**config.mk**
```make
export PLATFORM = sky130hd
export DESIGN_NAME = cla_wb_sequencer
export DESIGN_NICKNAME = d
export VERILOG_FILES = /design/src/rtl/cla_pkg.sv /design/src/rtl/cla_wb_sequencer.sv
export SDC_FILE = /design/constraint.sdc
export NUM_CORES = 1
export LEC_CHECK = 0
export BUFFER_PORTS_ARGS = -buffer_cell sky130_fd_sc_hd__buf_2
export CORE_ASPECT_RATIO = 1.25
export CORE_UTILIZATION = 45
export DETAILED_ROUTE_END_ITERATION = 10
export GPL_ROUTABILITY_DRIVEN = 0
export PLACE_DENSITY = 0.86
export SLEW_MARGIN = 20
export SYNTH_ARGS = -nofsm -noshare
export SYNTH_HDL_FRONTEND = slang
export SYNTH_SLANG_ARGS = --single-unit
```
**constraint.sdc**
```tcl
create_clock -name wb_clk_i -period 2.43 [get_ports wb_clk_i]
set_input_delay 0 -clock wb_clk_i [delete_from_list [all_inputs] [get_ports wb_clk_i]]
set_output_delay 0 -clock wb_clk_i [all_outputs]
set_load 0.1 [all_outputs]
```
**src/rtl/cla_pkg.sv**
```systemverilog
// Shared definitions for the Wishbone front end of the 4-bit carry-lookahead adder:
// register offsets, STATUS bit positions and the sequencer state encoding.
package cla_pkg;

  localparam int CLA_WIDTH = 4;

  // Word offsets within the 16-byte window, taken from wbs_adr_i[3:2]
  localparam logic [1:0] OFF_OPERAND = 2'd0;
  localparam logic [1:0] OFF_RESULT  = 2'd1;
  localparam logic [1:0] OFF_STATUS  = 2'd2;
  localparam logic [1:0] OFF_CTRL    = 2'd3;

  localparam int STAT_BUSY = 0;
  localparam int STAT_DONE = 1;
  localparam int STAT_ERR  = 2;

  typedef enum logic [1:0] {
    ST_IDLE    = 2'd0,
    ST_SETTLE  = 2'd1,
    ST_CAPTURE = 2'd2
  } state_e;

endpackage

```
**src/rtl/cla_wb_sequencer.sv**
```systemverilog
// Wishbone slave that drives operands into an external combinational adder, waits a
// fixed settle interval, then captures the sum into a readable RESULT register.
module cla_wb_sequencer
  import cla_pkg::*;
#(
  parameter int          WIDTH     = CLA_WIDTH,
  parameter int          SETTLE    = 2,
  parameter logic [31:0] ADDR_BASE = 32'h3000_0000
) (
  input  logic             wb_clk_i,
  input  logic             wb_rst_i,
  input  logic             wbs_stb_i,
  input  logic             wbs_cyc_i,
  input  logic             wbs_we_i,
  input  logic [3:0]       wbs_sel_i,
  input  logic [31:0]      wbs_dat_i,
  input  logic [31:0]      wbs_adr_i,
  output logic             wbs_ack_o,
  output logic [31:0]      wbs_dat_o,
  output logic [WIDTH-1:0] cla_a_o,
  output logic [WIDTH-1:0] cla_b_o,
  output logic             cla_cin_o,
  input  logic [WIDTH-1:0] cla_s_i,
  input  logic             cla_cout_i,
  output logic             irq_o
);

  state_e           state_q,    state_d;
  logic [3:0]       cnt_q,      cnt_d;
  logic [WIDTH-1:0] a_q,        a_d;
  logic [WIDTH-1:0] b_q,        b_d;
  logic             cin_q,      cin_d;
  logic [WIDTH-1:0] res_s_q,    res_s_d;
  logic             res_cout_q, res_cout_d;
  logic             done_q,     done_d;
  logic             err_q,      err_d;
  logic             irq_en_q,   irq_en_d;
  logic             irq_q,      irq_d;
  logic             ack_q,      ack_d;
  logic [31:0]      dat_q,      dat_d;

  logic       hit, accept, wr, rd, busy, op_wr, launch;
  logic [1:0] off;

  // Bits of the bus that carry no register field.
  logic unused_bus_bits;
  assign unused_bus_bits = ^{wbs_adr_i[1:0], wbs_dat_i[31:2*WIDTH+1], wbs_sel_i[3:2]};

  // NOTE: every signal assigned here gets a default first, so no path leaves a
  // value unassigned and no latch is inferred.
  always_comb begin
    hit    = (wbs_adr_i[31:4] == ADDR_BASE[31:4]);
    accept = wbs_stb_i && wbs_cyc_i && !ack_q && hit;
    wr     = accept && wbs_we_i;
    rd     = accept && !wbs_we_i;
    off    = wbs_adr_i[3:2];
    busy   = (state_q != ST_IDLE);
    op_wr  = wr && (off == OFF_OPERAND) && (wbs_sel_i != 4'b0000);
    launch = op_wr && !busy;

    state_d    = state_q;
    cnt_d      = cnt_q;
    a_d        = a_q;
    b_d        = b_q;
    cin_d      = cin_q;
    res_s_d    = res_s_q;
    res_cout_d = res_cout_q;
    done_d     = done_q;
    err_d      = err_q;
    irq_en_d   = irq_en_q;
    irq_d      = done_q && irq_en_q;
    ack_d      = accept;
    dat_d      = '0;

    // Read data reflects register contents before this edge's side effects.
    if (rd) begin
      unique case (off)
        OFF_OPERAND: dat_d = {{(31-2*WIDTH){1'b0}}, cin_q, b_q, a_q};
        OFF_RESULT:  dat_d = {{(31-WIDTH){1'b0}}, res_cout_q, res_s_q};
        OFF_STATUS:  dat_d = {29'b0, err_q, done_q, busy};
        OFF_CTRL:    dat_d = {31'b0, irq_en_q};
        default:     dat_d = '0;
      endcase
    end

    // Clears are applied before sets below so a same-cycle set wins.
    if (wr && (off == OFF_STATUS) && wbs_sel_i[0]) begin
      if (wbs_dat_i[STAT_DONE]) done_d = 1'b0;
      if (wbs_dat_i[STAT_ERR])  err_d  = 1'b0;
    end
    if (wr && (off == OFF_CTRL) && wbs_sel_i[0]) irq_en_d = wbs_dat_i[0];
    if (op_wr && busy) err_d = 1'b1;

    unique case (state_q)
      ST_IDLE: begin
        if (launch) begin
          if (wbs_sel_i[0]) begin
            a_d = wbs_dat_i[WIDTH-1:0];
            b_d = wbs_dat_i[2*WIDTH-1:WIDTH];
          end
          if (wbs_sel_i[1]) cin_d = wbs_dat_i[2*WIDTH];
          cnt_d   = 4'(SETTLE - 1);
          state_d = ST_SETTLE;
        end
      end
      ST_SETTLE: begin
        if (cnt_q == 4'd0) state_d = ST_CAPTURE;
        else               cnt_d   = cnt_q - 4'd1;
      end
      ST_CAPTURE: begin
        res_s_d    = cla_s_i;
        res_cout_d = cla_cout_i;
        done_d     = 1'b1;
        state_d    = ST_IDLE;
      end
      default: state_d = ST_IDLE;
    endcase
  end

  // NOTE: state registers use non-blocking assignments so every flop samples the
  // pre-edge value of the others, independent of statement order.
  always_ff @(posedge wb_clk_i) begin
    if (wb_rst_i) begin
      state_q    <= ST_IDLE;
      cnt_q      <= '0;
      a_q        <= '0;
      b_q        <= '0;
      cin_q      <= 1'b0;
      res_s_q    <= '0;
      res_cout_q <= 1'b0;
      done_q     <= 1'b0;
      err_q      <= 1'b0;
      irq_en_q   <= 1'b0;
      irq_q      <= 1'b0;
      ack_q      <= 1'b0;
      dat_q      <= '0;
    end else begin
      state_q    <= state_d;
      cnt_q      <= cnt_d;
      a_q        <= a_d;
      b_q        <= b_d;
      cin_q      <= cin_d;
      res_s_q    <= res_s_d;
      res_cout_q <= res_cout_d;
      done_q     <= done_d;
      err_q      <= err_d;
      irq_en_q   <= irq_en_d;
      irq_q      <= irq_d;
      ack_q      <= ack_d;
      dat_q      <= dat_d;
    end
  end

  assign wbs_ack_o = ack_q;
  assign wbs_dat_o = dat_q;
  assign cla_a_o   = a_q;
  assign cla_b_o   = b_q;
  assign cla_cin_o = cin_q;
  assign irq_o     = irq_q;

endmodule

```
* Word-level counts from Yosys, hierarchy flattened
Index checks and enable logic that the tools add are counted.
Storage, ports and cells: register bits after elaboration 57, word-level logic and storage cells 71, output and inout bits 43, input bits 78
Operators by class: muxes and demuxes 13, equality and inequality tests 9, bitwise gates (word level) 1, add/sub/neg operators 1, reduce and logical (&&, ||, !) cells 34
Operators by type and width (count):
- $pmux 32 s4 | 1
- $eq 28x26->1 const B | 1
- $logic_and 1x1->1 | 14
- $reduce_bool 2->1 | 6
- $reduce_and 3->1 | 3
- $mux 4 | 2
- $pmux 4 s2 | 1
- $eq 2x2->1 const B | 3
- $mux 1 | 6
- $ne 2x2->1 const B | 3
- $reduce_and 2->1 | 3
- $eq 2x1->1 const B | 2
- $logic_not 2->1 | 2
- $logic_not 4->1 | 1
- $mux 2 | 2
- $pmux 2 s2 | 1
- $reduce_bool 4->1 | 1
- $sub 4x1->4 const B | 1
- $logic_not 1->1 | 3
- $reduce_or 2->1 | 1
- $not 1->1 | 1

* Logic depth before layout (Yosys ltp)
depth after elaboration 9, depth in mapped cells 6, gate-level depth less buffers 6

* Worst setup path before layout
OpenSTA, ideal clock, no wires.
path type register to register, start point reg ack_q (netlist: wbs_ack_o), end point reg cin_q (netlist: cla_cin_o), library setup time 0.071 ns, clock period less this slack 1.979 ns, arrival time 1.908 ns, path slack 0.451 ns, required time 2.359 ns, stages on the path, launching flop included 6, path buffers 1, cells stage by stage dfxtp_1 -> and4bb_2 -> nand4_2 -> clkbuf_1 -> o31ai_1 -> a21oi_1
Between the ends: longest elaborated chain between the ends 8
RTL lines:
- start: declaration | RTL line cla_wb_sequencer.sv:39 | logic ack_q, ack_d;
- start signal: assignment | RTL line cla_wb_sequencer.sv:149 | ack_q <= ack_d;
- $logic_not 1->1 | RTL line cla_wb_sequencer.sv:53 | accept = wbs_stb_i && wbs_cyc_i && !ack_q && hit;
- $logic_and 1x1->1 (2 in a row) | RTL line cla_wb_sequencer.sv:53
- $logic_and 1x1->1 | RTL line cla_wb_sequencer.sv:54 | wr = accept && wbs_we_i;
- $logic_and 1x1->1 (2 in a row) | RTL line cla_wb_sequencer.sv:58 | op_wr = wr && (off == OFF_OPERAND) && (wbs_sel_i != 4'b0000);
- $logic_and 1x1->1 | RTL line cla_wb_sequencer.sv:59 | launch = op_wr && !busy;
- $reduce_and 3->1 (no line)
- end signal: assignment | RTL line cla_wb_sequencer.sv:142 | cin_q <= cin_d;
- end: declaration | RTL line cla_wb_sequencer.sv:32 | logic cin_q, cin_d;
No other way between the ends. A chain may end at the register's enable or synchronous reset.

* Worst setup path in the final report
start point reg ack_q (netlist: wbs_ack_o), end point reg dat_q[6] (netlist: wbs_dat_o[6])
Between the ends: longest elaborated chain between the ends 6
RTL lines:
- $logic_not 1->1 | RTL line cla_wb_sequencer.sv:53
- $logic_and 1x1->1 (2 in a row) | RTL line cla_wb_sequencer.sv:53
- $logic_and 1x1->1 | RTL line cla_wb_sequencer.sv:55 | rd = accept && !wbs_we_i;
- $not 1->1 (no line)
- $reduce_or 2->1 (no line)
- end signal: assignment | RTL line cla_wb_sequencer.sv:150 | dat_q <= dat_d;
- end: declaration | RTL line cla_wb_sequencer.sv:40 | logic [31:0] dat_q, dat_d;
No other way between the ends.

==> flow_summary.json <==
{
  "crit_required_ns": 2.64,
  "rows": 25,
  "drcViolationCount": 0,
  "wl_per_cell_um": 12.7,
  "syn-cell-area_mm2": 0.00177,
  "fin_util_pct": 60.8,
  "maxCapViolCount": 0,
  "synth_top_family_by_area": "simple AND/OR/NAND/NOR gates",
  "hpwl_um": 3050,
  "synthTopCellsByArea": "dfxtp_1 38%, buf_4 10%, mux2i_1 5.6%, o31ai_1 4.2%, nand4_1 3.9%",
  "drt_first_iter_violations": 50,
  "synthAdderAreaFrac_pct": 1.41,
  "design_area_mm2": 0.00230,
  "holdPathStages": 4,
  "min_to": "cla_cin_o",
  "ir_drop_mv": 0.331,
  "grt_pass1_vias": 1446,
  "fin_skew_ns": 0.00610,
  "drt_first_pass_iters": 4,
  "hold_viol": 0,
  "cts.sinks": 34,
  "finalSetupViolCount": 0,
  "synth-compound-area-share_pct": 11.8,
  "cts.path.max_buffers": 2,
  "rrSetupSlack_ns": 0.74,
  "seq_area_frac_synth_pct": 38.4,
  "powerDensity_mw_per_mm2": 522,
  "rsz0062_at_grt": "no",
  "p_clk_share_pct": 32.3,
  "muxShareOfSynthArea_pct": 6.91,
  "wirelength_um": 4180,
  "synth_top_area_share_pct": 38.4,
  "period_share_pct": 69.6,
  "ys.flop_type": "dfxtp_1",
  "nFillCells": 327,
  "htree_levels": 2,
  "dieHeight_um": 72.2,
  "ys_seq_elements": 34,
  "yosys.area_share.simple_pct": 27.8,
  "worstHoldPathType": "in2reg",
  "numCtsBuffers": 5,
  "grt_max_degree": 28,
  "via_per_inst": 5.17,
  "antenna_found_initial": 0,
  "grt_overflow": 0,
  "grt_usage_pct": 20.4,
  "synth_cell_type_count": 40,
  "synth_top_area_cell": "dfxtp_1",
  "synthArstFlopShare_pct": 0,
  "worstHoldStart": "wbs_dat_i[8]",
  "vias": 1697,
  "die_w_um": 58.2,
  "die-area_mm2": 0.00420,
  "drv_slew": 0,
  "power_uw": 1200,
  "io_buffers": 72,
  "leakage_uw": 0.00102,
  "ys_top_cells_by_count": "34 x dfxtp_1, 24 x buf_4, 14 x nor2_1",
  "clk_pin_slew_worst_paths_ns": 0.07,
  "swShare_pct": 33.0,
  "status": "completed",
  "syn_to_final_growth_pct": 29.7,
  "drive_above_1_share_pct": 33.9,
  "relSlewSlack_pct": 52.8,
  "worstRegToRegCells": 4,
  "tightest_slew_ns": 0.706,
  "final_nets": 354,
  "endpoint_kind": "register",
  "synth_edf_count": 0,
  "ios": 121,
  "worstPathMaxFanout": 10,
  "synthMostInstantiatedCell": "dfxtp_1",
  "ant_nets": 0,
  "combPwrFrac_pct": 21.3,
  "root_buffer": "clkbuf_8",
  "diodes": 0,
  "cts_setup_buffers": 0,
  "synth_xor_area_share_pct": 0,
  "power_frac_seq_pct": 46.4,
  "timing.rr.end": "wbs_dat_o[6]",
  "synthCells": 190,
  "postPlaceCellArea_mm2": 0.00208,
  "fmax_ghz": 0.591,
  "cts_tree": "yes",
  "r2r_start": "wbs_ack_o",
  "syn_area_per_cell_um2": 9.34,
  "start_kind": "register",
  "start_util_pct": 46.9,
  "p_int_uw": 804,
  "arrival_ns": 1.90,
  "setup_tns_ns": 0,
  "grt_pass1_wl_um": 6470,
  "yosys_warnings": 0,
  "min_period_ns": 1.69,
  "switchingPower_uw": 396,
  "insertion_delay_ns": 0.29,
  "core-area_mm2": 0.00378,
  "critical_path_class": "reg2reg",
  "holdWs_ns": 0.0449
}
## power groups by stage
| stage | registers, uW | clock network [uW] | logic [uW] |
|---|---|---|---|
| floorplan | 570 | 0 | 210 |
| global placement | 570 | 0 | 236 |
| detailed placement | 570 | 0 | 238 |
| CTS | 557 | 393 | 256 |
| global route | 557 | 419 | 267 |
| finish | 557 | 387 | 256 |
## cells in the final DEF, fill, tap and decap left out, types with 2 or more instances in the layout
cell type and instances:
dlygate4sd3_1 14, buf_2 72, o31ai_1 10, nor4_2 4
ha_1 2, nor2b_1 4, o21a_1 2, and4_1 2
nor4_4 2, nand4_1 11, buf_4 2, nor3b_1 4
or4_1 3, clkinv_2 2, mux2i_1 10, a21oi_1 13
o41ai_1 2, nand3_1 3, inv_1 6, nor3_1 3
nor4_1 4, dfxtp_1 34, nand2b_1 2, and3_1 2
nand2_1 5, nor2_1 14, conb_1 23, clkbuf_8 5
and3b_1 2
## metal layers
| layer | GRT usage (%) | vias to the layer above | share of wire [%] | wire length, um |
|---|---|---|---|---|
| li1 | - | 817 | - | - |
| met3 | 5.88 | 9 | 8.0 | 333 |
| met1 | 22.5 | 778 | 39 | 1650 |
| met2 | 36.0 | 93 | 50 | 2100 |
| met4 | 8.99 | 0 | 2.3 | 97 |
| met5 | 0 | - | 0 | 0 |
## per-stage QoR
stage          setup WS [ns]  instances
2_1_floorplan          0.451        212
3_3_place_gp           0.818        307
3_5_place_dp           0.760        307
4_1_cts                0.728        328
5_1_grt                0.620        328
6_report               0.738        328
## final cells by class
| class | count | area, um2 | area share, % |
|---|---|---|---|
| Clock buffer | 5 | 68.8 | 2.99 |
| Clock inverter | 2 | 10.0 | 0.435 |
| Inverter | 6 | 22.5 | 0.979 |
| Multi-Input combinational cell | 139 | 936 | 40.7 |
| Sequential cell | 34 | 681 | 29.6 |
| Tap cell | 54 | 67.6 | 2.94 |
| Timing Repair Buffer | 88 | 515 | 22.4 |
## flip-flops by register name, indices dropped and copies added, names as in the netlist
signal      count
cnt_q           4
cla_cin_o       1
done_q          1
wbs_dat_o       9
cla_a_o         4
state_q         2
irq_en_q        1
err_q           1
wbs_ack_o       1
res_s_q         4
cla_b_o         4
irq_o           1
res_cout_q      1
## repair_timing
action                                  4_1_cts  5_1_grt
hold buffers                                 14        0
resized for setup                             0        0
hold endpoints to repair                     17        0
endpoints found under the setup margin        0        0
## critical path, stage by stage, from the launching register on
cell and delay, ns:
dfxtp_1 0.32, and4bb_2 0.30, and4_1 0.47, nand4b_2 0.28
nor3b_1 0.24
## how the worst max path moves through the flow
| stage | slack, ns | start | depth (start not counted) | to |
|---|---|---|---|---|
| finish | 0.74 | wbs_ack_o | 4 | wbs_dat_o[6] |
| floorplan | 0.45 | wbs_ack_o | 5 | cla_cin_o |
| CTS | 0.73 | wbs_ack_o | 4 | wbs_dat_o[6] |
| global route | 0.62 | wbs_we_i | 6 | cla_a_o[3] |
| detailed placement | 0.76 | wbs_ack_o | 4 | wbs_dat_o[6] |
| global placement | 0.82 | wbs_ack_o | 4 | wbs_dat_o[6] |
## kinds of logic (layout without fill, tap and decap cells)
kind of cell,count (synthesis),count (layout)
other cells,1,23
compound gates,32,32
flops,34,34
buf+inv,39,101
fa+ha+maj,2,2
simple gates,71,71
mux,11,11
Power figures use the tool's default switching activity.
